===== src/rtl/fixed_to_posit_enc.sv =====
// Converts a signed Q8.8 fixed-point word into posit(16,1) with round-to-nearest-even.
// Multi-cycle: leading zeros are normalised out one bit per cycle, then packed in one cycle.
module fixed_to_posit_enc #(
   parameter int N    = 16,
   parameter int ES   = 1,
   parameter int FRAC = 8
) (
   input  logic         clk,
   input  logic         rst,
   input  logic         in_valid,
   output logic         in_ready,
   input  logic [N-1:0] in_data,
   output logic         out_valid,
   input  logic         out_ready,
   output logic [N-1:0] out_data,
   output logic         busy
);

   typedef enum logic [1:0] {
      IDLE = 2'd0,
      NORM = 2'd1,
      PACK = 2'd2,
      DONE = 2'd3
   } state_t;

   state_t             state_q, state_d;
   logic [N-1:0]       mag_q, mag_d;
   logic signed [4:0]  scale_q, scale_d;
   logic               sign_q, sign_d;
   logic [N-1:0]       result_q, result_d;

   // pack datapath
   logic signed [4:0]  k;
   logic [4:0]         k_mag;
   logic [4:0]         reg_len;
   logic [31:0]        regime_field;
   logic [31:0]        combined;
   logic [31:0]        full;
   logic [15:0]        kept;
   logic [15:0]        rounded;
   logic               rnd_l, rnd_g, rnd_r, rnd_st, ulp;

   assign in_ready  = (state_q == IDLE) && !rst;
   assign out_valid = (state_q == DONE);
   assign out_data  = result_q;
   assign busy      = (state_q != IDLE);

   // Regime, exponent and fraction are assembled left-aligned just below the
   // zero sign bit of a 32-bit word; the low half holds the dropped bits.
   always_comb begin
      k            = scale_q >>> 1;
      k_mag        = 5'd0;
      reg_len      = 5'd0;
      regime_field = 32'd0;
      if (!k[4]) begin
         k_mag        = $unsigned(k);
         reg_len      = k_mag + 5'd2;
         regime_field = ((32'd1 << (k_mag + 5'd1)) - 32'd1) << 1;
      end else begin
         k_mag        = $unsigned(-k);
         reg_len      = k_mag + 5'd1;
         regime_field = 32'd1;
      end
      combined = (regime_field << 16) | {16'd0, scale_q[ES-1:0], mag_q[14:0]};
      full     = combined << (5'd15 - reg_len);
      kept     = full[31:16];
      rnd_l    = full[16];
      rnd_g    = full[15];
      rnd_r    = full[14];
      rnd_st   = |full[13:0];
      ulp      = (rnd_g & (rnd_r | rnd_st)) | (rnd_l & rnd_g & ~(rnd_r | rnd_st));
      // a carry out of the fraction ripples into e/regime naturally
      rounded  = kept + {15'd0, ulp};
   end

   always_comb begin
      state_d  = state_q;
      mag_d    = mag_q;
      scale_d  = scale_q;
      sign_d   = sign_q;
      result_d = result_q;
      case (state_q)
         IDLE: begin
            if (in_valid && in_ready) begin
               sign_d  = in_data[N-1];
               mag_d   = in_data[N-1] ? (~in_data + 16'd1) : in_data;
               scale_d = 5'(N - 1 - FRAC);
               if (in_data == '0) begin
                  result_d = '0;
                  state_d  = DONE;
               end else begin
                  state_d  = NORM;
               end
            end
         end
         NORM: begin
            if (!mag_q[N-1]) begin
               mag_d   = mag_q << 1;
               scale_d = scale_q - 5'sd1;
            end else begin
               state_d = PACK;
            end
         end
         PACK: begin
            result_d = sign_q ? (~rounded + 16'd1) : rounded;
            state_d  = DONE;
         end
         DONE: begin
            if (out_ready) state_d = IDLE;
         end
         default: state_d = IDLE;
      endcase
   end

   always_ff @(posedge clk) begin
      if (rst) begin
         state_q  <= IDLE;
         mag_q    <= '0;
         scale_q  <= '0;
         sign_q   <= 1'b0;
         result_q <= '0;
      end else begin
         state_q  <= state_d;
         mag_q    <= mag_d;
         scale_q  <= scale_d;
         sign_q   <= sign_d;
         result_q <= result_d;
      end
   end

endmodule


===== config.mk =====
export PLATFORM = sky130hd
export DESIGN_NAME = fixed_to_posit_enc
export DESIGN_NICKNAME = d
export VERILOG_FILES = /design/src/rtl/fixed_to_posit_enc.sv
export SDC_FILE = /design/constraint.sdc
export NUM_CORES = 1
export LEC_CHECK = 0
export ABC_AREA = 1
export CAP_MARGIN = 20
export CORE_ASPECT_RATIO = 0.5
export CORE_MARGIN = 8
export CORE_UTILIZATION = 50
export DETAILED_ROUTE_END_ITERATION = 6
export PLACE_DENSITY_LB_ADDON = 0.12
export SYNTH_ARGS = -nofsm -noshare
export SYNTH_HDL_FRONTEND = slang
export SYNTH_SLANG_ARGS = --single-unit

===== constraint.sdc =====
create_clock -name clk -period 4.9 [get_ports clk]
set_input_delay 0.49 -clock clk [delete_from_list [all_inputs] [get_ports clk]]
set_output_delay 0.49 -clock clk [all_outputs]
set_load 0.005 [all_outputs]

# Word-level counts from Yosys, hierarchy flattened
# Cells that the tools add are included.
# classes
n_reduce_logical	14
n_addsub	10
bitwise	9
shift	2
mux	18
n_eq_ne	8
# ops
op	n
$mux W16	7
$pmux W16 S2	2
$add A16 B1 Y16 const B	2
$not A16 Y16	2
$or A32 B16 Y32	1
$shl A32 B5 Y32	1
$add A16 B1 Y16	1
$logic_not A16 Y1	1
$mux W5	3
$shl A1 B5 Y15 const A	1
$sub A15 B1 Y15 const B	1
$reduce_or A14 Y1	1
$pmux W5 S2	1
$reduce_and A3 Y1	3
$mux W2	4
$pmux W2 S4	1
$ne A2 B1 Y1 const B	3
$reduce_bool A2 Y1	3
$add A4 B2 Y5 const B	1
$add A4 B3 Y5 const B	1
$add A5 B1 Y5 const B	1
$neg A4 Y5	1
$sub A4 B5 Y5 const A	1
$sub A5 B2 Y5 const B	1
other kinds (10)	17
# word_totals
elab_cells	67
output_inout_bits	19
ff_bits	40
in_bits	20

# Depth between registers and ports, before layout
# Gate-level depths: netlist (run 1).
# depth
ltp_word	16
depth_mapped	31
mapped_depth_nobuf	31

# Least setup slack after synthesis (run 1)
# Ideal clock, no wire load.
# synth_timing
kind	register to register
from	reg scale_q[2]
to	reg result_q[14] (netlist: out_data[14])
arrival_ps	3365
path_stages_with_launch	27
path_slack_ps	1402
required_ps	4766
period_less_slack_ps	3498
path_buffers	3
setup_ps	134
path_cell_list	dfxtp_1 -> buf_4 -> inv_2 -> ha_1 -> clkbuf_1 -> inv_1 -> buf_2 -> nand3_1 -> nand3_1 -> nand2_1 -> nand2_1 -> inv_1 -> ha_1 -> inv_1 -> nor2_2 -> nand3_1 -> nor2_2 -> nand3_2 -> nor2_4 -> xor2_2 -> nand2_2 -> o21ai_4 -> nand2_2 -> nor2_1 -> nand2_1 -> nand3_1 -> a21oi_1
# synth_via
elab_chain_len	16
word_cells_on_any_way	23
classes_between	add/sub (8); shift (2); mux (4); bitwise (8); reduce/logical (1)
# synth_rtl
element	line_no	source
start: declaration	28	logic signed [4:0] scale_q, scale_d;
start signal: assignment	125	scale_q <= scale_d;
branches (longest 5 deep; another with $neg A4 Y5)	--	
$shl A32 B5 Y32 (*)	65	full = combined << (5'd15 - reg_len);
$reduce_or A14 Y1	70	rnd_st = |full[13:0];
$or A1 B1 Y1	71	ulp = (rnd_g & (rnd_r | rnd_st)) | (rnd_l & rnd_g & ~(rnd_r | rnd_st));
$not A1 Y1	71	
$and A1 B1 Y1	71	
$or A1 B1 Y1	71	
$add A16 B1 Y16 (*)	73	rounded = kept + {15'd0, ulp};
$not A16 Y16	105	result_d = sign_q ? (~rounded + 16'd1) : rounded;
$add A16 B1 Y16	105	
$mux W16 (*)	105	
$pmux W16 S2 (*)	82	case (state_q)
end signal: assignment	127	result_q <= result_d;
end: declaration	30	logic [N-1:0] result_q, result_d;
# Mark *: on every way between the ends.
# A chain may end at the register's enable or synchronous reset.

# Worst setup path in the final report (run 1)
# layout_timing
from	reg scale_q[4]
to	reg result_q[15] (netlist: out_data[15])
# The elaborated chain is that of the path after synthesis.

==> results.cfg, run 1 <==
[worst_setup_path]
crit_fanout = 23
slowest_stage = dfxtp_1
path_class = reg -> reg
start_kind = flip-flop
cp.required_ns = 5.12
max_stage_delay_ns = 0.72
ff2ff_path_depth = 28
r2r_start = scale_q[4]$_SDFFE_PP0P_
rr_endpoint = out_data[15]$_SDFFE_PP0P_
endpoint_kind = flip-flop
cp_common_cell = nand2_1
worstPathArrival_ns = 4.47
rrSetupSlack_ns = 0.65

[logic_synthesis]
synth_cell_types = 48
synth_top_area_share_pct = 18.1
ys_ff_latch = 40
syn_area_sq_um = 4480
seq_area_frac_synth_pct = 17.9
synth_area_leaders = nand3_1, dfxtp_1, nand2_1, inv_1, a21oi_1
synth-async-reset-ratio_pct = 0
syn-mean-instance-area_sq_um = 5.76
synth_ff_type = dfxtp_1
synth_edf_count = 0
synth_warnings = 0
synthCells = 778
synth_nets = 811
synth_top_area_cell = nand3_1

[timing]
rsz0062_at_grt = no
drv_slew = 0
setup_viol = 0
worst_clock_skew_ns = 0.00579
max_freq_mhz = 235
hold_viol_final = 0
period_share_pct = 86.7
setup_tns_ns = 0
timing.final.crit_period_ns = 4.25
worst_pin_slew_ns = 0.930
slew_headroom_pct = 37.7

[routing]
first_iter_violations = 407
num_vias = 5138
routed_wl_mm = 12.5
drt-pass1-iter-count = 5
wl_per_cell_um = 13.6
antenna_left = 0
drcViolationCount = 0
vias_per_cell = 5.62

[layout]
n_antenna_cell = 0
area.growth.synth_to_final_pct = 13.3
nets = 829
layout_common_cells = nand2_1, nand3_1, inv_1, nor2_1, a21oi_1
final_common_cell = nand2_1
fin_area_sq_um = 5080
final_layout_size_suffix_gt1_share_pct = 6.27

[hold_path]
hp-start = out_data[3]$_SDFFE_PP0P_
hold_path_depth = 2
min_path_type = reg -> reg
min_to = out_data[3]$_SDFFE_PP0P_

[floorplanning]
fp.dieH_um = 83.0
die_w_um = 150
die_area_sq_um = 12400
start_util_pct = 51.5
io_pins = 39
rows = 24
coreArea_sq_um = 8710

[power_and_ir_drop]
power_uw = 4190
powerDensity_nw_per_um2 = 825
power_leakage_uw = 0.00227
vdd_drop_max_v = 0.000288

[clock_tree]
cts.path.max_buffers = 2
post_cts_buffers = 0
clk-insertion-delay-late_ns = 0.29
cts_sinks = 40
cts_buffers = 5
cts-root-buf = clkbuf_16
cts_resized = 0
cts_max_level = 2
clk_pin_slew_ns = 0.06
hold_buffers = 0
tritoncts = yes

[grt]
grtUsageMet3_pct = 4.60
grt_pass1_vias = 4666
grt_max_degree = 36
grt_pass1_wl_mm = 21.7
antenna_found_initial = 0
track_usage_pct = 20.4
gr-usage-met2_pct = 30.3
grtUsageMet1_pct = 28.9
grt_busiest_layer = met2
grt_overflow = 0

[placed_design]
post_dp_cell_area_sq_um = 4890
hpwl_mm = 9.54
gp_congestion = 0.902
portBuffers = 38

[flow_run]
maxCapViolCount = 0

[status]
status = completed
-- layer usage --
metal | up-vias | routed length, um
li1 | 2647 | -
met1 | 2274 | 6210
met2 | 201 | 5220
met3 | 16 | 849
met4 | 0 | 172
met5 | - | 0
-- worst max path at each step --
stage / from / end / slack [ns] / cells past startpoint
after detailed placement: scale_q[4]$_SDFFE_PP0P_ / out_data[15]$_SDFFE_PP0P_ / 0.69 / 28
after CTS: scale_q[4]$_SDFFE_PP0P_ / out_data[15]$_SDFFE_PP0P_ / 0.65 / 28
final: scale_q[4]$_SDFFE_PP0P_ / out_data[15]$_SDFFE_PP0P_ / 0.65 / 28
after global placement: scale_q[4]$_SDFFE_PP0P_ / out_data[15]$_SDFFE_PP0P_ / 0.89 / 28
after floorplan: scale_q[2]$_SDFFE_PP0P_ / out_data[14]$_SDFFE_PP0P_ / 1.40 / 26
after global routing: scale_q[4]$_SDFFE_PP0P_ / out_data[15]$_SDFFE_PP0P_ / 0.03 / 29
-- Yosys cell counts, types with 2 or more instances --
cell        n
a21oi_1    42
o21bai_1    7
xor2_1      6
dfxtp_1    40
or2_2       3
a31oi_1     6
inv_2       3
ha_1       13
nor4_1      2
buf_1       4
and2_1      3
a21oi_2     4
nor2_2      5
nand3b_1    6
buf_2       7
nand2_1   210
buf_6       3
nand2_2     4
nor2_1     46
a211oi_1    2
clkbuf_1   18
o21ai_1     5
buf_4       4
nand2_4     2
a21o_1      5
nor3_1     12
inv_1      81
nand3_2     3
xnor2_1     3
a21boi_0    3
o211ai_1    2
o21ai_2     3
nand3_1   162
o21ai_0    25
nand4_1    11
a221oi_1   11
-- layout make-up --
| cell class | instances | area (sq um) |
|---|---|---|
| tap | 117 | 146 |
| multi-input combinational | 617 | 3180 |
| timing repair buffer | 47 | 455 |
| clock buffer | 6 | 139 |
| fill | 869 | 3630 |
| clock inverter | 2 | 38.8 |
| inverter | 85 | 319 |
| sequential | 40 | 801 |
-- power by group --
group	switching, uW	total, uW	internal, uW
sequential	93.8	484	390
combinational	2240	3310	1070
clock	140	395	255
-- state kept, by name, indices dropped and copies added (netlist names) --
| name | flops |
|---|---|
| sign_q | 1 |
| out_data | 16 |
| state_q | 2 |
| scale_q | 5 |
| mag_q | 16 |
-- per-stage QoR --
step           util, %  worst slack (ns)  std cells  hold slack (ns)
6_report          58.3             0.650        914            0.463
5_1_grt           58.3            0.0251        914            0.476
4_1_cts           58.2             0.650        913            0.465
3_5_place_dp      56.1             0.685        905            0.455
3_3_place_gp      56.1             0.890        905            0.452
2_1_floorplan        -              1.40        778            0.461
-- cells by family (layout without fill, tap and decap cells) --
group	after synthesis	in the layout	synth area share, %
adders and majority gates	13	13	3.63
xor gates and xnor gates	12	12	3.10
and+or+nand+nor	471	471	47.4
buffers and inverters	121	140	11.2
DFF	40	40	17.9
AOI/OAI and AO/OA	121	121	16.9
-- worst max-delay path, delay by kind of cell, from the launching register on --
family | cells | cell delay (ns)
and+or+nand+nor | 21 | 2.26
DFF | 1 | 0.72
buffers and inverters | 3 | 0.42
AOI/OAI and AO/OA | 2 | 0.39
xor gates and xnor gates | 1 | 0.25
adders and majority gates | 1 | 0.13
Power figures use the tool's default switching activity.
==> run 2, diff against run 1 <==
--- a/config.mk
+++ b/config.mk
@@ -7,9 +7,11 @@
 export LEC_CHECK = 0
 export ABC_AREA = 1
 export CAP_MARGIN = 20
+export CELL_PAD_IN_SITES_DETAIL_PLACEMENT = 1
+export CELL_PAD_IN_SITES_GLOBAL_PLACEMENT = 2
 export CORE_ASPECT_RATIO = 0.5
 export CORE_MARGIN = 8
-export CORE_UTILIZATION = 50
+export CORE_UTILIZATION = 31
 export DETAILED_ROUTE_END_ITERATION = 6
 export PLACE_DENSITY_LB_ADDON = 0.12
 export SYNTH_ARGS = -nofsm -noshare
==> results.cfg, run 2 (synthesis results as in run 1) <==
[routing]
drt-pass1-iter-count = 5
wl_per_cell_um = 15.4
vias_per_cell = 5.10
routed_wl_mm = 15.3
num_vias = 5089
met3_length_um = 410
antenna_left = 0
highest_layer = met4
met2_length_mm = 6.52
first_iter_violations = 349
drcViolationCount = 0
drt-met1-wl_mm = 8.30

[placed_design]
hpwl_mm = 12.4
gp_congestion = 0.835
portBuffers = 38

[power_and_ir_drop]
vdd_drop_max_v = 0.000240
p_comb_share_pct = 80.1
power_leakage_uw = 0.00228
switching_share_pct = 60.7
seq_power_share_pct = 10.8
powerDensity_nw_per_um2 = 833
p_int_uw = 1700
p_clk_share_pct = 9.1
power.net_switching_uw = 2620

[timing]
slew_headroom_pct = 34.3
period_share_pct = 87.1
worst_pin_slew_ns = 0.981
rsz0062_at_grt = no
timing.final.crit_period_ns = 4.27
drv_slew = 0
setup_viol = 0
worst_clock_skew_ns = 0.00857
max_freq_mhz = 234
setup_tns_ns = 0
hold_viol_final = 0

[grt]
grt_pass1_wl_mm = 25.6
grt_max_degree = 35
track_usage_pct = 16.8
grt_overflow = 0
grt_pass1_vias = 4993
antenna_found_initial = 0

[worst_setup_path]
cp_top_family = simple AND/OR/NAND/NOR gates
cp_common_cell = nand2_1
endpoint_kind = flip-flop
path_class = reg -> reg
crit_fanout = 23
cp.required_ns = 5.06
worstPathArrival_ns = 4.43
max_stage_delay_ns = 0.71
cp.buffers_inverters = 3
slowest_stage = dfxtp_1
start_kind = flip-flop

[clock_tree]
cts_buffers = 5
clk_pin_slew_ns = 0.07
hold_buffers = 0
tritoncts = yes
clk-insertion-delay-late_ns = 0.29
post_cts_buffers = 0
cts.path.max_buffers = 2
cts_resized = 0
cts_max_level = 2
cts_sinks = 40
cts-root-buf = clkbuf_16

[floorplanning]
start_util_pct = 31.3
die_area_sq_um = 18800
die_w_um = 186
io_pins = 39
fp.dieH_um = 101
coreArea_sq_um = 14300
rows = 31

[flow_run]
maxCapViolCount = 0

[layout]
n_antenna_cell = 0
fillers = 1940
final_layout_size_suffix_gt1_share_pct = 6.63
area.growth.synth_to_final_pct = 15.7
final_common_cell = nand2_1
nets = 831
utilization_pct = 36.2
layout_common_cells = nand2_1, nand3_1, inv_1, nor2_1, a21oi_1

[hold_path]
min_path_type = reg -> reg

[status]
status = completed
## run 2: power by group through the flow
stage / clock network [uW] / registers (uW) / logic (uW)
after global placement: 0 / 472 / 3420
after global routing: 420 / 481 / 3950
after detailed placement: 0 / 475 / 3460
final: 394 / 469 / 3460
after CTS: 403 / 468 / 3480
after floorplan: 0 / 435 / 2680
## run 2: layout make-up
type	instances	area, sq um	share of cell area [%]
multi-input combinational	617	3190	61.4
sequential	40	801	15.4
timing repair buffer	49	463	8.92
inverter	85	319	6.15
tap	198	248	4.78
clock buffer	5	125	2.41
clock inverter	3	46.3	0.892
## run 2: worst paths after layout
path / end / start / cells after the start / slack (ns)
worst max-delay path: out_data[14]$_SDFFE_PP0P_ / scale_q[4]$_SDFFE_PP0P_ / 27 / 0.63
worst min-delay path: out_data[14]$_SDFFE_PP0P_ / out_data[14]$_SDFFE_PP0P_ / 2 / 0.46
worst max register to register: out_data[14]$_SDFFE_PP0P_ / scale_q[4]$_SDFFE_PP0P_ / 27 / 0.63
worst min register to register: out_data[14]$_SDFFE_PP0P_ / out_data[14]$_SDFFE_PP0P_ / 2 / 0.46
## run 2: worst min-delay path, delay by kind of cell (launching register included)
kind / cells / cell delay, ns
flops: 1 / 0.31
simple gates: 1 / 0.06
compound gates: 1 / 0.05
## run 2: through the flow
stage	hold WS, ns	power (uW)	setup WS (ns)	cell area, sq um	cells
after global placement	0.452	3890	0.815	5020	989
after floorplan	0.461	3110	1.40	4480	778
after global routing	0.484	4850	0.0622	5190	997
final	0.463	4320	0.630	5190	997
after CTS	0.466	4350	0.589	5190	997
after detailed placement	0.455	3940	0.603	5020	989
## run 2: per-layer routing
layer  up-vias  track usage, %
li1       2642               -
met1      2364            24.0
met2        73            26.6
met3        10            2.27
met4         0            2.79
met5         -               0
==> run 3, diff against run 2 <==
--- a/config.mk
+++ b/config.mk
@@ -12,6 +12,7 @@
 export CORE_ASPECT_RATIO = 0.5
 export CORE_MARGIN = 8
 export CORE_UTILIZATION = 31
+export CTS_BUF_LIST = sky130_fd_sc_hd__clkbuf_8 sky130_fd_sc_hd__clkbuf_16
 export DETAILED_ROUTE_END_ITERATION = 6
 export PLACE_DENSITY_LB_ADDON = 0.12
 export SYNTH_ARGS = -nofsm -noshare
==> results of run 3 <==
No change in the layout: final DEF, timing and power equal those of run 2.
